[config.mk]
export PLATFORM = sky130hd
export DESIGN_NAME = simple_branch
export DESIGN_NICKNAME = d
export VERILOG_FILES = /design/src/rtl/simple_branch.sv
export SDC_FILE = /design/constraint.sdc
export NUM_CORES = 1
export LEC_CHECK = 0
export ABC_AREA = 1
export ABC_CLOCK_PERIOD_IN_PS = 2150
export CAP_MARGIN = 25
export CORE_MARGIN = 3
export CORE_UTILIZATION = 45
export DETAILED_ROUTE_END_ITERATION = 8
export PLACE_DENSITY = 0.87
export REMOVE_ABC_BUFFERS = 1
export SYNTH_ARGS = -nofsm -noshare
export SYNTH_HDL_FRONTEND = slang
export SYNTH_SLANG_ARGS = --single-unit
[constraint.sdc]
create_clock -name clk -period 2.15 [get_ports clk]
set_input_delay 0.43 -clock clk [delete_from_list [all_inputs] [get_ports clk]]
set_output_delay 0.43 -clock clk [all_outputs]
set_load 0.005 [all_outputs]
[src/rtl/simple_branch.sv]
// -----------------------------------------------------------------------------
// simple_branch
//
// Program-counter register with a four-way next-PC selector. Each cycle the PC
// either advances by PC_INCR, loads one of three jump targets, holds (stall),
// or returns to RESET_PC (synchronous reset, which outranks stall).
//
// Ports
//   clk          in   single clock, all state changes on its rising edge
//   reset        in   synchronous active-high reset, loads RESET_PC
//   pcStall      in   1 = hold the PC this edge (select and targets ignored)
//   selWire      in   next-PC source: 0 = pc+PC_INCR, 1/2/3 = jumpTarget1/2/3
//   jumpTarget1  in   jump target for select 1
//   jumpTarget2  in   jump target for select 2
//   jumpTarget3  in   jump target for select 3
//   pc           out  current PC, driven straight from the PC register
// -----------------------------------------------------------------------------
module simple_branch #(
    parameter int                    ADDR_SIZE  = 32,
    parameter int                    BRANCH_OPT = 4,
    parameter logic [ADDR_SIZE-1:0]  RESET_PC   = '0,
    parameter int                    PC_INCR    = 4
) (
    input  logic                            clk,
    input  logic                            reset,
    input  logic                            pcStall,
    input  logic [$clog2(BRANCH_OPT)-1:0]   selWire,
    input  logic [ADDR_SIZE-1:0]            jumpTarget1,
    input  logic [ADDR_SIZE-1:0]            jumpTarget2,
    input  logic [ADDR_SIZE-1:0]            jumpTarget3,
    output logic [ADDR_SIZE-1:0]            pc
);

    logic [ADDR_SIZE-1:0] r_pc;
    logic [ADDR_SIZE-1:0] w_pc_seq;
    logic [ADDR_SIZE-1:0] w_pc_next;

    // Increment truncates to ADDR_SIZE bits, so the top of the address space
    // wraps to zero with no carry out.
    assign w_pc_seq = r_pc + ADDR_SIZE'(PC_INCR);

    // Sequential fetch is the default arm so an unknown select in simulation
    // falls back to pc+PC_INCR. Targets pass through untouched.
    always_comb begin
        w_pc_next = w_pc_seq;
        case (selWire)
            2'd1:    w_pc_next = jumpTarget1;
            2'd2:    w_pc_next = jumpTarget2;
            2'd3:    w_pc_next = jumpTarget3;
            default: w_pc_next = w_pc_seq;
        endcase
    end

    // Reset wins over stall; a stalled edge drops the selection entirely.
    always_ff @(posedge clk) begin
        if (reset) begin
            r_pc <= RESET_PC;
        end else if (!pcStall) begin
            r_pc <= w_pc_next;
        end
    end

    assign pc = r_pc;

endmodule

# Word-level counts from Yosys, hierarchy flattened
# Index checks and enable logic that the tools add are counted.
op_classes:
  addsub: 1
  eq_ne: 3
  mux: 1
op_table:
  columns: ["cell", "count"]
  rows:
  - ["$pmux 32 s3", 1]
  - ["$add 32x3->32 const B", 1]
  - ["$eq 2x2->1 const B", 2]
  - ["$eq 2x1->1 const B", 1]
word_totals:
  reg_bits: 32
  out_inout_bits: 32
  elab_cells: 6

# Logic depth before layout (Yosys ltp)
logic_depth:
  word_depth: 2
  depth_mapped: 10
  depth_no_buf: 10

# Least setup slack after synthesis
# No wires, ideal clock.
synth_timing:
  path_type: "flip-flop to flip-flop"
  startpoint: "reg r_pc[3], in the netlist pc[3]"
  endpoint: "reg r_pc[20], in the netlist pc[20]"
  setup_time_ps: 123
  arrival_ps: 1285
  required_time_ps: 2027
  path_slack_ps: 742
  path_stages_with_launch: 11
  n_path_buf: 0
  cell_sequence: "dfxtp_1 > ha_1 > nand2_1 > nor2_2 > nand2_4 > nor2_4 > nand2_1 > nand2_1 > nand2_1 > nand2_1 > a21oi_2"
synth_between:
  elab_chain_cells: 2
synth_lines:
  columns: ["item", "line", "rtl"]
  rows:
  - ["from (decl)", "34", "logic [ADDR_SIZE-1:0] r_pc;"]
  - ["from (signal assigned)", "59", "r_pc <= w_pc_next;"]
  - ["$add 32x3->32", "40", "assign w_pc_seq = r_pc + ADDR_SIZE'(PC_INCR);"]
  - ["$pmux 32 s3", "46", "case (selWire)"]
# Every way passes these cells.
# A chain may end at the register's enable or synchronous reset.

# Final worst setup path
layout_timing:
  startpoint: "in selWire[0]"
  endpoint: "reg r_pc[12], in the netlist pc[12]"
layout_between:
  elab_chain_cells: 2
layout_lines:
  columns: ["item", "line", "rtl"]
  rows:
  - ["from (decl)", "27", "input logic [$clog2(BRANCH_OPT)-1:0] selWire,"]
  - ["$eq 2x2->1 or $eq 2x1->1 (tied branches)", "46", null]
  - ["$pmux 32 s3 (*)", "46", null]
# Every way passes the cells marked *; elsewhere a longest branch is shown, timed or not.

==> metrics.yaml <==
crit_top_cell: "inv_1"
rsz0062_at_grt: "no"
cpPeakStageDelay_ns: 0.52
cts-root-buf: "clkbuf_8"
drv_cap: 0
cpMaxStageDelayCell: "clkdlybuf4s50_1"
critPathMaxFanout: 8
area_growth_pct: 55.61
wl_per_cell_um: 14.94
dp_hpwl_um: 7872
grt_pass1_wl_um: 16790
endpoint_kind: "register"
vias: 3587
critPathLaunchType: "input port"
synthArstFlopShare: 0
path_delay_family: "buffers and inverters"
use_met2: 0.4849
first_pass_iters: 4
post-route-min-period_ns: 1.786
fp-row-count: 27
ir_drop_mv: 0.2771
io_pins: 133
ys_seq_area_frac: 0.2317
core-area_um2: 5709
p_per_area_nw_per_um2: 417.3
fmax_mhz: 560.0
worstRegToRegCells: 8
finalHoldViolations: 0
synth_area_um2: 2765
finalSetupTns_ns: 0
fillerInstances: 463
ant_nets: 0
use_met3: 0.04809
p_leak_nw: 1.787
synth_top_area_cell: "nand2_1"
crit_buf_inv: 4
worstHoldEndpoint: "pc[0]"
whs_ns: 0.5799
required_ns: 2.33
cts_max_level: 2
clk_latency_ns: 0.29
cts_resized: 0
cts_setup_buffers: 0
ff2ff_setup_slack_ns: 0.40
slew_headroom: 0.7223
synth_edf_count: 0
cts-buffers-inserted: 5
pwr-share-seq: 0.395
p_switching_w: 0.0005305
path_cells: "clkdlybuf4s50_1 -> nor2_1 -> inv_1 -> nor2_2 -> inv_1 -> o21ai_1 -> inv_1"
synthDistinctLibCells: 31
period_share: 0.8305
largest_register_ffs: 32
hold_path_class: "reg -> reg"
status: "finished clean"
slew_viol_final: 0
rr_startpoint: "pc[2]"
final_area_um2: 4303
syn_inst: 471
grt_pass1_vias: 3534
finalSetupViolCount: 0
overflow: 0
die_area_um2: 7122
grt_max_degree: 40
grt-busiest-layer: "met2"
gr-usage-met1: 0.3689
synth.top_cell.area_share: 0.2484
r2r_end: "pc[30]"
crit_arrival_ns: 1.97
p_int_w: 0.001265
placed_cell_area_um2: 4207
port_buffers: 132
drive_gt1_frac: 0.07794
drc_errors: 0
clock_sinks: 32
cts.path.max_buffers: 2
power_frac_comb: 0.317
drt_iter0_markers: 203
grt_use_total: 0.2850
start_util: 0.4843
min_path_cells: 2
clkTransAtPathRegs_ns: 0.07
clockPowerShare: 0.288
viasPerCell: 5.314
crit_type: "in -> reg"
antenna_found_initial: 0
synth-seq-cells: 32
synth_area_leaders: "nand2_1 (25%), dfxtp_1 (23%), inv_1 (6.0%), o21ai_0 (5.8%), nand3_1 (4.3%)"
die_width_um: 84.39
syn_avg_cell_area_um2: 5.871
n_antenna_cell: 0
gp_congestion: 0.9215
hold_start: "pc[0]"
final_nets: 705
cts_tree: "yes"
cts-hold-fix-buffers: 0
p_sw_frac: 0.2955
finClkSkew_ns: 0.008387
tightestPinTransition_ns: 0.4133
synth.yosys.warnings: 0
die_h_um: 84.39
wl_um: 10090
synthFlopType: "dfxtp_1"
==> cell type report <==
type	instances	area (um^2)	share of cell area
clock buffer	7	96.34	0.02239
timing repair buffer	145	1444	0.3356
sequential	32	640.6	0.1489
inverter	47	176.4	0.04100
tap	72	90.09	0.02094
multi-input combinational	372	1856	0.4312
==> worst max path at each step <==
| stage | startpoint | endpoint | cells past startpoint |
|---|---|---|---|
| global route | selWire[0] | pc[12] | 7 |
| finish | selWire[0] | pc[12] | 7 |
| global placement | selWire[0] | pc[12] | 7 |
| CTS | pc[4] | pc[4] | 1 |
| floorplan | selWire[1] | pc[12] | 6 |
| detailed placement | selWire[0] | pc[12] | 7 |
==> metal layers <==
layer	share of wire	up-vias
met5	0	-
met3	0.068	18
met2	0.47	159
li1	-	1798
met1	0.44	1612
met4	0.015	0
==> cell usage after synthesis, types with 8 or more instances <==
master and instances:
a211oi_1 11, a21oi_1 22, a221oi_1 9, a41oi_1 8
buf_2 14, dfxtp_1 32, inv_1 44, nand2_1 183
nand3_1 24, nor2_1 30, nor2_2 9, nor2_4 8
o21ai_0 32
==> cells in the final DEF (no fill, tap or decap), types with 4 or more instances in the layout <==
cell               n
nor2_2             9
nand3b_1           5
buf_4             11
a211oi_1          11
clkdlybuf4s50_1  132
clkbuf_8           7
dfxtp_1           32
nor3_1             4
nor2_4             8
nand3_1           24
a41oi_1            8
nand2_1          183
xor2_1             6
o21ai_0           32
a21oi_1           22
inv_1             44
a221oi_1           9
nor2_1            30
==> tightest hold or removal path, delay by kind of cell (launching register included) <==
family | cells | cell delay [ns]
flip-flops | 1 | 0.32
AO/OA/AOI/OAI | 2 | 0.21
==> logic make-up after synthesis <==
group,after synthesis,synth area share
and+or+nand+nor,272,0.4339
AOI/OAI and AO/OA,90,0.2041
buffers and inverters,67,0.09729
DFF,32,0.2317
xor gates and xnor gates,9,0.02851
adders and majority gates,1,0.004524
==> power groups by stage <==
stage	combinational, W	clock, W	sequential, W
after floorplan	0.000198	0	0.000708
after global routing	0.000622	0.000538	0.000717
after CTS	0.000568	0.000520	0.000707
final	0.000569	0.000516	0.000710
after detailed placement	0.000565	0	0.000720
after global placement	0.000547	0	0.000718
==> metrics by stage <==
step                setup slack, ns  utilization  std cells  total power [W]
finish                       0.3643       0.7537        675         0.001796
global route                 0.1933       0.7537        675         0.001878
CTS                          0.3856       0.7537        675         0.001796
detailed placement          0.09797       0.7368        668         0.001285
global placement             0.1759       0.7368        668         0.001265
floorplan                    0.2642            -        451        0.0009054
(Power assumes the default switching activity.)
